**config.mk**
```make
export PLATFORM = sky130hd
export DESIGN_NAME = uart_rcvr
export DESIGN_NICKNAME = d
export VERILOG_FILES = /design/src/rtl/uart_pkg.sv /design/src/rtl/uart_rx_sync.sv /design/src/rtl/uart_rcvr.sv
export SDC_FILE = /design/constraint.sdc
export NUM_CORES = 1
export LEC_CHECK = 0
export CORE_MARGIN = 1.5
export CORE_UTILIZATION = 40
export DETAILED_ROUTE_END_ITERATION = 12
export PLACE_DENSITY = 0.68
export SLEW_MARGIN = 15
export SYNTH_ARGS = -nofsm -noshare
export SYNTH_HDL_FRONTEND = slang
export SYNTH_HIERARCHICAL = 1
export SYNTH_SLANG_ARGS = --single-unit
```
**constraint.sdc**
```tcl
create_clock -name clk -period 1.8 [get_ports clk]
set_input_delay 0.36 -clock clk [delete_from_list [all_inputs] [get_ports clk]]
set_output_delay 0.36 -clock clk [all_outputs]
set_load 0.01 [all_outputs]
```
**src/rtl/uart_pkg.sv**
```systemverilog
// Shared UART definitions: FSM state encoding, default sizes and the parity helper.
package uart_pkg;

  typedef enum logic [2:0] {
    IDLE   = 3'd0,
    START  = 3'd1,
    DATA   = 3'd2,
    PARITY = 3'd3,
    STOP   = 3'd4
  } uart_state_t;

  localparam int unsigned UART_DATA_BITS  = 7;
  localparam int unsigned UART_OVERSAMPLE = 16;
  localparam int unsigned UART_PAR_W      = 16;

  // Zero padding leaves the XOR unchanged, so any data width up to UART_PAR_W works.
  function automatic logic uart_parity(input logic [UART_PAR_W-1:0] data, input logic p_sel);
    return p_sel ? ^data : ~^data;
  endfunction

endpackage

```
**src/rtl/uart_rx_sync.sv**
```systemverilog
// Multi-flop synchroniser for the asynchronous rx line; resets to the idle (high) level.
module uart_rx_sync #(
  parameter int unsigned STAGES = 2
) (
  input  logic clk,
  input  logic reset,
  input  logic d,
  output logic q
);

  logic [STAGES-1:0] chain;

  always_ff @(posedge clk) begin
    if (reset) chain <= '1;
    else       chain <= {chain[STAGES-2:0], d};
  end

  assign q = chain[STAGES-1];

endmodule

```
**src/rtl/uart_rcvr.sv**
```systemverilog
// 7-bit UART receiver (start, data LSB-first, parity, stop) with 16x oversampling.
// Define UART_RX_MAJORITY_EN to decide each bit by a 2-of-3 vote around mid-bit.
module uart_rcvr
  import uart_pkg::*;
#(
  parameter int unsigned OVERSAMPLE  = UART_OVERSAMPLE,
  parameter int unsigned DATA_BITS   = UART_DATA_BITS,
  parameter int unsigned SYNC_STAGES = 2
) (
  input  logic                 clk,
  input  logic                 reset,
  input  logic                 rx,
  input  logic                 p_sel,
  input  logic                 os_tick,
  output logic [DATA_BITS-1:0] data_out,
  output logic                 data_valid,
  output logic                 parity_err,
  output logic                 frame_err,
  output logic                 busy
);

  localparam int unsigned CW = $clog2(OVERSAMPLE);
  localparam int unsigned BW = $clog2(DATA_BITS);
  localparam logic [CW-1:0] MID_START = CW'(OVERSAMPLE/2 - 1);
  localparam logic [CW-1:0] MID_BIT   = CW'(OVERSAMPLE - 1);
  localparam logic [BW-1:0] BIT_LAST  = BW'(DATA_BITS - 1);

  uart_state_t          state, state_nx;
  logic [CW-1:0]        os_cnt, os_cnt_nx;
  logic [BW-1:0]        bit_cnt, bit_cnt_nx;
  logic [DATA_BITS-1:0] shift_reg, shift_nx;
  logic                 par_bit, par_bit_nx;
  logic                 par_exp, par_exp_nx;
  logic                 armed, armed_nx;
  logic [DATA_BITS-1:0] data_out_nx;
  logic                 data_valid_nx, parity_err_nx, frame_err_nx;

  logic          rx_s;
  logic [CW-1:0] mid_cnt, hit_cnt;
  logic          samp_hit, samp_val;

  uart_rx_sync #(.STAGES(SYNC_STAGES)) u_sync (
    .clk   (clk),
    .reset (reset),
    .d     (rx),
    .q     (rx_s)
  );

  assign mid_cnt = (state == START) ? MID_START : MID_BIT;

`ifdef UART_RX_MAJORITY_EN
  logic [CW-1:0] pre_cnt;
  logic [1:0]    vote;

  assign pre_cnt  = mid_cnt - CW'(1);
  assign hit_cnt  = mid_cnt + CW'(1);
  assign samp_val = (vote[0] & vote[1]) | (vote[0] & rx_s) | (vote[1] & rx_s);

  // Votes taken at mid-1 and mid; the tick at mid+1 supplies the third and decides.
  always_ff @(posedge clk) begin
    if (reset) begin
      vote <= '0;
    end else if (os_tick && (state != IDLE)) begin
      if (os_cnt == pre_cnt)      vote[0] <= rx_s;
      else if (os_cnt == mid_cnt) vote[1] <= rx_s;
    end
  end
`else
  assign hit_cnt  = mid_cnt;
  assign samp_val = rx_s;
`endif

  assign samp_hit = os_tick && (state != IDLE) && (os_cnt == hit_cnt);

  always_ff @(posedge clk) begin
    if (reset) begin
      state      <= IDLE;
      os_cnt     <= '0;
      bit_cnt    <= '0;
      shift_reg  <= '0;
      par_bit    <= 1'b0;
      par_exp    <= 1'b0;
      armed      <= 1'b0;
      data_out   <= '0;
      data_valid <= 1'b0;
      parity_err <= 1'b0;
      frame_err  <= 1'b0;
      busy       <= 1'b0;
    end else begin
      state      <= state_nx;
      os_cnt     <= os_cnt_nx;
      bit_cnt    <= bit_cnt_nx;
      shift_reg  <= shift_nx;
      par_bit    <= par_bit_nx;
      par_exp    <= par_exp_nx;
      armed      <= armed_nx;
      data_out   <= data_out_nx;
      data_valid <= data_valid_nx;
      parity_err <= parity_err_nx;
      frame_err  <= frame_err_nx;
      busy       <= (state_nx != IDLE);
    end
  end

  // os_cnt free-runs mod OVERSAMPLE outside IDLE, so bit periods stay exactly OVERSAMPLE ticks.
  always_comb begin
    state_nx      = state;
    os_cnt_nx     = os_cnt;
    bit_cnt_nx    = bit_cnt;
    shift_nx      = shift_reg;
    par_bit_nx    = par_bit;
    par_exp_nx    = par_exp;
    armed_nx      = armed;
    data_out_nx   = data_out;
    data_valid_nx = 1'b0;
    parity_err_nx = parity_err;
    frame_err_nx  = frame_err;

    if (os_tick && (state != IDLE)) os_cnt_nx = os_cnt + CW'(1);

    case (state)
      IDLE: begin
        if (rx_s) begin
          armed_nx = 1'b1;
        end else if (armed) begin
          os_cnt_nx = '0;
          state_nx  = START;
        end
      end
      START: begin
        if (samp_hit) begin
          if (samp_val) begin
            state_nx = IDLE;
          end else begin
            // Re-phase so the first data decision lands one bit period later.
            os_cnt_nx  = hit_cnt - MID_START;
            bit_cnt_nx = '0;
            state_nx   = DATA;
          end
        end
      end
      DATA: begin
        if (samp_hit) begin
          shift_nx[bit_cnt] = samp_val;
          if (bit_cnt == BIT_LAST) state_nx = PARITY;
          else                     bit_cnt_nx = bit_cnt + BW'(1);
        end
      end
      PARITY: begin
        if (samp_hit) begin
          par_bit_nx = samp_val;
          par_exp_nx = uart_parity(UART_PAR_W'(shift_reg), p_sel);
          state_nx   = STOP;
        end
      end
      STOP: begin
        if (samp_hit) begin
          data_out_nx   = shift_reg;
          parity_err_nx = (par_bit != par_exp);
          frame_err_nx  = ~samp_val;
          data_valid_nx = 1'b1;
          armed_nx      = samp_val;
          state_nx      = IDLE;
        end
      end
      default: state_nx = IDLE;
    endcase
  end

endmodule

```
==> results of run 1 <==
==> routing by layer <==
| layer | track usage, % | share of wire (%) | up-vias |
|---|---|---|---|
| met1 | 19.7 | 44 | 577 |
| met2 | 28.4 | 48 | 42 |
| met4 | 7.03 | 2.3 | 0 |
| li1 | - | - | 628 |
| met5 | 0 | 0 | - |
| met3 | 5.21 | 5.3 | 7 |
==> critical path: cells and delay by family, from the launching register on <==
kind	cells	cell delay, ns
adder cells (fa/ha/maj)	1	0.24
AND/OR/NAND/NOR	3	0.91
AO/OA/AOI/OAI	1	0.17
flip-flops	1	0.32
==> power by group through the flow <==
stage,clock (uW),sequential [uW],combinational (uW)
finish,613,741,53.9
global route,660,742,59.2
CTS,634,741,54.1
detailed placement,0,758,54.2
global placement,0,757,53.2
floorplan,0,756,33.6
==> cell usage in the layout (no fill, tap or decap), types with 7 or more instances in the layout <==
cell type and instances:
clkdlybuf4s50_1 15, nand2_1 8, mux2i_1 17, buf_4 10, clkbuf_8 7, nor2_1 23, dfxtp_1 31, xnor2_1 7
nand4_1 7, a21oi_1 8
==> logic make-up (layout without fill, tap and decap cells) <==
family	after synthesis	count (layout)	synth area share [%]
buf+inv	12	36	3.90
mux	17	17	11.0
flops	33	33	42.9
xor+xnor	11	11	6.25
simple gates	69	69	25.0
fa+ha+maj	3	3	2.44
compound gates	20	20	8.52
==> cell type report <==
type,instances,share of cell area (%)
inverters,3,0.595
clock buffers,7,5.09
multi-input cells,120,43.9
clock inverters,1,0.265
flip-flops and latches,33,35.1
well taps,48,3.17
repair buffers,25,11.9
==> how the worst max path moves through the flow <==
stage	to	depth (start not counted)	slack (ns)	from
floorplan	busy$_SDFF_PP0_	5	0.1	os_cnt[0]$_SDFF_PP0_
finish	busy$_SDFF_PP0_	5	0.04	os_cnt[0]$_SDFF_PP0_
detailed placement	busy$_SDFF_PP0_	5	-0.26	os_tick
global route	busy$_SDFF_PP0_	5	0.004	os_cnt[1]$_SDFF_PP0_
CTS	busy$_SDFF_PP0_	5	0.009	os_cnt[0]$_SDFF_PP0_
global placement	busy$_SDFF_PP0_	5	-0.21	os_tick
==> through the flow <==
step / hold slack, ns / cell area [um^2] / setup slack [ns] / utilization [%] / power (uW)
after floorplan: 0.383 / 1540 / 0.0993 / - / 789
after global placement: 0.390 / 1780 / -0.206 / 48.2 / 810
after detailed placement: 0.421 / 1780 / -0.258 / 48.2 / 812
after CTS: 0.437 / 1880 / 0.00855 / 50.9 / 1430
after global routing: 0.450 / 1890 / 0.00421 / 51.3 / 1460
final: 0.430 / 1890 / 0.0436 / 51.3 / 1410
==> flow_summary.ini, run 1 <==
[grt]
first_global_vias = 1219
grtUsageTotal_pct = 16.8
grt_pass1_wl_um = 5440
grt_max_degree = 18
antenna_found_initial = 0
grt_overflow_total = 0

[worst_setup_path]
regToRegEndpoint = busy$_SDFF_PP0_
r2r_setup_slack_ns = 0.04
slowest_delay_ns = 0.52
worst_setup_path_end_kind = register
worstPathRequired_ns = 1.96
crit_type = reg2reg
r2r_cells = 5
cpMaxStageDelayCell = or4_1
critPathMaxFanout = 4
worst_setup_path_start_kind = register
crit_chain = ha_1 > and3_4 > and3_1 > o21ba_1 > or4_1
crit_arrival_ns = 1.92
timing.rr.start = os_cnt[0]$_SDFF_PP0_

[clock_network]
clock_sinks = 33
cts_resized = 0
clkLatencyLatePin_ns = 0.29
cts_max_path_buffers = 2
htree_levels = 2
cts-root-buf = clkbuf_8
cts_tree = yes
postCtsSetupBuffers = 0
cts-buffers-inserted = 5
postCtsHoldBufs = 0
clk_pin_slew_ns = 0.07

[timing]
drv_slew = 0
relSlewSlack_pct = 70.3
hold_violations = 0
layout_min_cycle_time_ns = 1.76
setup_viol = 0
tightestPinTransition_ns = 0.443
rsz0062_at_grt = false
tns_ns = 0
skew_ns = 0.00414
fmax_mhz = 569
fin_crit_sh_pct = 97.6

[cells_and_area]
layout.nets = 196
multiInputGateArea_um2 = 831
drive_gt1_share_pct = 15.3
final_cells = 237
seqCellArea_um2 = 663
n_antenna_cell = 0
nFillCells = 351
areaGrowthSynthToFinish_pct = 22.7

[synth]
syn-cell-area_um2 = 1540
synth_nets = 173
ys.flop_type = dfxtp_1
synthArstFlopShare_pct = 0
synth_top_area_cell = dfxtp_1
synthTopCellsByArea = dfxtp_1, mux2i_1, nor2_1
synth-edff-count = 0
avgSynthCellArea_um2 = 9.34
synth_top_area_share_pct = 42.9
yosysSeqAreaShare_pct = 42.9
synthMostInstantiatedCell = dfxtp_1
synthCells = 165
synth_seq_cells = 33
synth_cell_types = 40
yosysWarnings = 6
synthTopCellsByCount = dfxtp_1, nor2_1, mux2i_1, a21oi_1, nand2_1

[power_and_ir_drop]
cellLeakagePower_uw = 0.000806
p_int_uw = 1110
pwr-share-comb_pct = 3.8
swShare_pct = 21.3
vdd_ir_drop_max_mv = 0.588
power.density_nw_per_um2 = 744
power_switching_uw = 300
pwr-share-clk_pct = 43.5
seqPwrFrac_pct = 52.7

[hold_path]
hold_start = u_sync/chain[0]$_SDFF_PP1_
min_to = u_sync/chain[1]$_SDFF_PP1_
hold_class = reg2reg
whs_path_depth = 1

[drt]
drt-vias-per-instance = 5.29
wire_per_inst_um = 13.1
wirelength_um = 3100
vias = 1254
antenna_left = 0
drc = 0
dr.pass1.iters = 4
drtIter0Drc = 40

[placed_design]
dpl.cell_count = 229
portBuffers = 15
hpwl_um = 2280
gp_congestion = 0.828

[flow_run]
drv_cap = 0

[floorplan]
num_rows = 22
start_util_pct = 41.8
ios = 16
die_area_um2 = 4240
die_y_um = 65.1
fp.dieW_um = 65.1
coreArea_um2 = 3690

[outcome]
outcome = finished clean
No activity file was read; power rests on OpenSTA's default activity.
==> run 2: changes to the inputs <==
--- a/config.mk
+++ b/config.mk
@@ -8,7 +8,8 @@
 export CORE_MARGIN = 1.5
 export CORE_UTILIZATION = 40
 export DETAILED_ROUTE_END_ITERATION = 12
-export PLACE_DENSITY = 0.68
+export DONT_BUFFER_PORTS = 1
+export PLACE_DENSITY = 0.62
 export SLEW_MARGIN = 15
 export SYNTH_ARGS = -nofsm -noshare
 export SYNTH_HDL_FRONTEND = slang
==> run 2 against run 1 <==
Wire length is 8.1% lower; die area stayed put; global-route usage fell by 1.6 points; fmax grew 1.5%; combinational power is 48% lower; critical path depth unchanged; largest power group unchanged; largest cell class unchanged.
==> flow_summary.ini, run 2 (same netlist as run 1, synthesis figures left out) <==
[timing]
fin_crit_sh_pct = 96.1
tns_ns = 0
timing.hold.ws_ns = 0.139
drv_slew = 0
setup_viol = 0
tightestPinTransition_ns = 0.404
fmax_mhz = 578
relSlewSlack_pct = 73.0
skew_ns = 0.00705
layout_min_cycle_time_ns = 1.73
postLayoutSetupSlackWorst_ns = 0.0695
hold_violations = 0

[drt]
drt-vias-per-instance = 5.39
wire_per_inst_um = 13.1
top_layer = met4
wirelength_um = 2850
dr.pass1.iters = 4
drtIter0Drc = 52
antenna_left = 0
met2_length_um = 1330
drc = 0
wl_met3_um = 168
wl_met1_um = 1280
vias = 1169

[worst_setup_path]
critPathMaxFanout = 4
startpoint = os_cnt[0]$_SDFF_PP0_
crit_type = reg2reg
worstPathRequired_ns = 1.96
crit_arrival_ns = 1.89
worst_setup_path_end_kind = register
cpMaxStageDelayCell = or4_1
timing.critical_path.mode_cell = and3_1
slowest_delay_ns = 0.50
crit_chain = ha_2 > and3_1 > and3_1 > o21ba_1 > or4_1
worst_setup_path_start_kind = register
timing.rr.start = os_cnt[0]$_SDFF_PP0_

[placed_design]
gp_congestion = 0.769
hpwl_um = 2030
portBuffers = 0
pre_cts_ws_ns = 0.0337

[cells_and_area]
layout.nets = 178
n_antenna_cell = 0
nFillCells = 377
final_core_util_pct = 45.8
areaGrowthSynthToFinish_pct = 9.66
drive_gt1_share_pct = 14.8
final_common_cell = dfxtp_1
layout_common_cells = dfxtp_1, nor2_1, mux2i_1

[power_and_ir_drop]
vdd_ir_drop_max_mv = 0.371
seqPwrFrac_pct = 58.8
power_uw = 1260
p_int_uw = 1000
pwr-share-comb_pct = 2.2
power.density_nw_per_um2 = 747
pwr-share-clk_pct = 39.0
cellLeakagePower_uw = 0.000724
swShare_pct = 20.4
power_switching_uw = 258

[grt]
first_global_vias = 1184
grt_max_degree = 31
grt_pass1_wl_um = 4860
grtUsageTotal_pct = 15.2
grt_overflow_total = 0
antenna_found_initial = 0

[clock_network]
cts_max_path_buffers = 2
clkLatencyLatePin_ns = 0.28
cts-buffers-inserted = 5
cts_tree = yes
cts-root-buf = clkbuf_8
htree_levels = 2
postCtsHoldBufs = 0
clk_pin_slew_ns = 0.06
clock_sinks = 33

[floorplan]
num_rows = 22
ios = 16
fp.dieW_um = 65.1
start_util_pct = 41.8
coreArea_um2 = 3690
die_y_um = 65.1
die_area_um2 = 4240

[hold_path]
hold_class = in2reg
hold_start = reset

[outcome]
outcome = finished clean

[flow_run]
drv_cap = 0
run 2: metal layers:
| metal | global-route usage, % | up-vias |
|---|---|---|
| li1 | - | 589 |
| met1 | 16.5 | 541 |
| met2 | 24.2 | 30 |
| met3 | 6.25 | 9 |
| met4 | 9.90 | 0 |
| met5 | 0 | - |
run 2: through the flow:
step | cell area, um^2 | cells
global placement | 1610 | 211
finish | 1690 | 217
global route | 1690 | 217
detailed placement | 1610 | 211
floorplan | 1540 | 165
CTS | 1680 | 217
run 2: power by group through the flow:
stage / sequential [uW] / clock (uW) / combinational, uW
after detailed placement: 758 / 0 / 28.0
after CTS: 742 / 513 / 28.0
final: 742 / 493 / 27.8
after global routing: 742 / 547 / 31.3
after floorplan: 756 / 0 / 33.6
after global placement: 758 / 0 / 27.3
run 2: worst paths after layout:
path / endpoint / slack [ns] / depth (start not counted)
worst max-delay path: busy$_SDFF_PP0_ / 0.07 / 5
worst min-delay path: os_cnt[0]$_SDFF_PP0_ / 0.14 / 1
worst max register to register: busy$_SDFF_PP0_ / 0.07 / 5
worst min register to register: u_sync/chain[1]$_SDFF_PP1_ / 0.40 / 1
run 2: area by class of cell:
type | instances | area (um^2) | area share [%]
clock inverters | 1 | 5.00 | 0.296
clock buffers | 5 | 68.8 | 4.07
repair buffers | 7 | 52.6 | 3.11
inverters | 3 | 11.3 | 0.666
multi-input cells | 120 | 828 | 49.0
flip-flops and latches | 33 | 664 | 39.3
well taps | 48 | 60.1 | 3.55
run 2: worst max-delay path, delay by kind of cell (launching register included):
family                   cells  cell delay [ns]
flip-flops                   1             0.33
adder cells (fa/ha/maj)      1             0.20
AND/OR/NAND/NOR              3             0.89
AO/OA/AOI/OAI                1             0.17
run 2: repair_timing:
| action | in CTS | in global routing |
|---|---|---|
| resized for setup | 0 | 6 |
| setup endpoints to repair | 0 | 7 |
| buffers inserted | 0 | 0 |
==> run 3: changes to the inputs <==
--- a/config.mk
+++ b/config.mk
@@ -5,11 +5,12 @@
 export SDC_FILE = /design/constraint.sdc
 export NUM_CORES = 1
 export LEC_CHECK = 0
+export ABC_CLOCK_PERIOD_IN_PS = 1700
 export CORE_MARGIN = 1.5
 export CORE_UTILIZATION = 40
 export DETAILED_ROUTE_END_ITERATION = 12
 export DONT_BUFFER_PORTS = 1
-export PLACE_DENSITY = 0.62
+export PLACE_DENSITY = 0.6
 export SLEW_MARGIN = 15
 export SYNTH_ARGS = -nofsm -noshare
 export SYNTH_HDL_FRONTEND = slang
==> constraint.sdc (replaced) <==
create_clock -name clk -period 1.7 [get_ports clk]
set_input_delay 0.34 -clock clk [delete_from_list [all_inputs] [get_ports clk]]
set_output_delay 0.34 -clock clk [all_outputs]
set_load 0.01 [all_outputs]
==> run 3 against run 2 <==
Clock skew down 0.0045 ns; global-route usage increased by 1.0 points; via count rose by 0.86%; setup slack got worse by 0.0079 ns; clock-buffer cell count unchanged; combinational power increased by 22%; wire length increased by 6.3%; power grew 10%; sequential cell count is the same; clock power up 17%; largest cell class unchanged; largest power group unchanged.
==> flow_summary.ini, run 3 (same netlist as run 1, synthesis figures left out) <==
[timing]
setup_viol = 0
fmax_mhz = 610
fin_crit_sh_pct = 96.4
drv_slew = 0
skew_ns = 0.00257
timing.hold.ws_ns = 0.120
relSlewSlack_pct = 72.6
tightestPinTransition_ns = 0.409
hold_violations = 0
layout_min_cycle_time_ns = 1.64

[outcome]
outcome = finished clean

[placed_design]
dpl.cell_count = 218
gp_congestion = 0.824
hpwl_um = 2150
portBuffers = 0

[power_and_ir_drop]
power_uw = 1390
pwr-share-comb_pct = 2.4
cellLeakagePower_uw = 0.000765
power_switching_uw = 315
vdd_ir_drop_max_mv = 0.327
swShare_pct = 22.6
pwr-share-clk_pct = 41.3
power.density_nw_per_um2 = 784
seqPwrFrac_pct = 56.3
p_int_uw = 1080

[drt]
drc = 0
drt-vias-per-instance = 5.22
antenna_left = 0
wirelength_um = 3030
dr.pass1.iters = 4
drtIter0Drc = 92
wire_per_inst_um = 13.4
vias = 1179

[cells_and_area]
final_common_cell = dfxtp_1
final_core_util_pct = 48.2
layout.nets = 185
drive_gt1_share_pct = 20.2
areaGrowthSynthToFinish_pct = 15.3
final_cells = 226
nFillCells = 356
layout_common_cells = dfxtp_1, nor2_1, mux2i_1
n_antenna_cell = 0

[worst_setup_path]
worst_setup_path_end_kind = register
critPathMaxFanout = 5
worstPathRequired_ns = 1.92
crit_chain = buf_4 > nor2_1 > a32oi_2 > or4_1 > a21oi_1
slowest_delay_ns = 0.50
crit_arrival_ns = 1.85
critical_path.top_delay_family = simple AND/OR/NAND/NOR gates
crit_type = reg2reg
timing.rr.start = state[2]$_SDFF_PP0_
path_buf_inv = 1
cpMaxStageDelayCell = or4_1
regToRegEndpoint = bit_cnt[1]$_SDFFE_PP0P_
r2r_cells = 5
r2r_setup_slack_ns = 0.06
worst_setup_path_start_kind = register

[clock_network]
postCtsHoldBufs = 0
cts_tree = yes
cts_max_path_buffers = 2
clk_pin_slew_ns = 0.07
cts-buffers-inserted = 5
clock_sinks = 33
htree_levels = 2
clkLatencyLatePin_ns = 0.28
cts-root-buf = clkbuf_8

[hold_path]
hold_class = in2reg
hold_start = reset
whs_path_depth = 1
min_to = bit_cnt[0]$_SDFFE_PP0P_

[floorplan]
num_rows = 22
ios = 16
fp.dieW_um = 65.1
coreArea_um2 = 3690
die_y_um = 65.1
die_area_um2 = 4240
start_util_pct = 41.8

[grt]
grt_overflow_total = 0
grt_pass1_wl_um = 5230
grtUsageTotal_pct = 16.2
first_global_vias = 1223
antenna_found_initial = 0
grt_max_degree = 31

[flow_run]
drv_cap = 0
==> run 3: layer usage <==
layer	vias up	part of all wire, %	track usage [%]	wire length (um)
met5	-	0	0	0
met1	550	46	19.5	1390
met2	19	47	26.4	1440
li1	605	-	-	-
met4	0	1.4	5.73	42
met3	5	5.3	6.08	160
==> run 3: what timing repair did <==
item                       in CTS  in global routing
pin swaps                       0                  3
cloned                          0                  0
hold endpoints to repair        0                  0
setup endpoints to repair       1                  7
buffers inserted                0                  1
resized for setup               1                  7
==> run 3: cell type report <==
type | count | area (um^2) | area share, %
clock buffers | 5 | 68.8 | 3.87
multi-input cells | 120 | 851 | 47.9
well taps | 48 | 60.1 | 3.38
flip-flops and latches | 33 | 664 | 37.4
inverters | 3 | 11.3 | 0.633
clock inverters | 3 | 17.5 | 0.985
repair buffers | 14 | 105 | 5.91
==> run 3: stage by stage <==
step / instance area (um^2) / setup slack (ns) / TNS [ns]
finish: 1780 / 0.0615 / 0
global route: 1780 / -0.00477 / -0.00477
CTS: 1750 / 0.0111 / 0
detailed placement: 1660 / -0.0252 / -0.0252
global placement: 1660 / 0.0233 / 0
floorplan: 1550 / 0.0206 / 0
==> run 3: worst register-to-register path, stage by stage (launching register included) <==
cell and delay, ns:
dfxtp_1 0.38, buf_4 0.18, nor2_1 0.17, a32oi_2 0.18, or4_1 0.50, a21oi_1 0.16
==> run 3: worst max-delay path by stage <==
stage | from | end | slack (ns) | depth (start not counted)
2_1_floorplan | os_cnt[0]$_SDFF_PP0_ | busy$_SDFF_PP0_ | 0.02 | 5
3_3_place_gp | os_cnt[0]$_SDFF_PP0_ | busy$_SDFF_PP0_ | 0.02 | 5
3_5_place_dp | os_cnt[0]$_SDFF_PP0_ | busy$_SDFF_PP0_ | -0.03 | 5
4_1_cts | state[1]$_SDFF_PP0_ | busy$_SDFF_PP0_ | 0.01 | 4
5_1_grt | state[2]$_SDFF_PP0_ | bit_cnt[1]$_SDFFE_PP0P_ | -0.005 | 5
6_report | state[2]$_SDFF_PP0_ | bit_cnt[1]$_SDFFE_PP0P_ | 0.06 | 5
==> run 3: power by group through the flow <==
stage	Clock (uW)	Combinational (uW)	Sequential, uW
2_1_floorplan	0	35.6	800
3_3_place_gp	0	32.4	802
3_5_place_dp	0	33.2	802
4_1_cts	592	33.3	784
5_1_grt	622	37.7	785
6_report	575	33.9	785
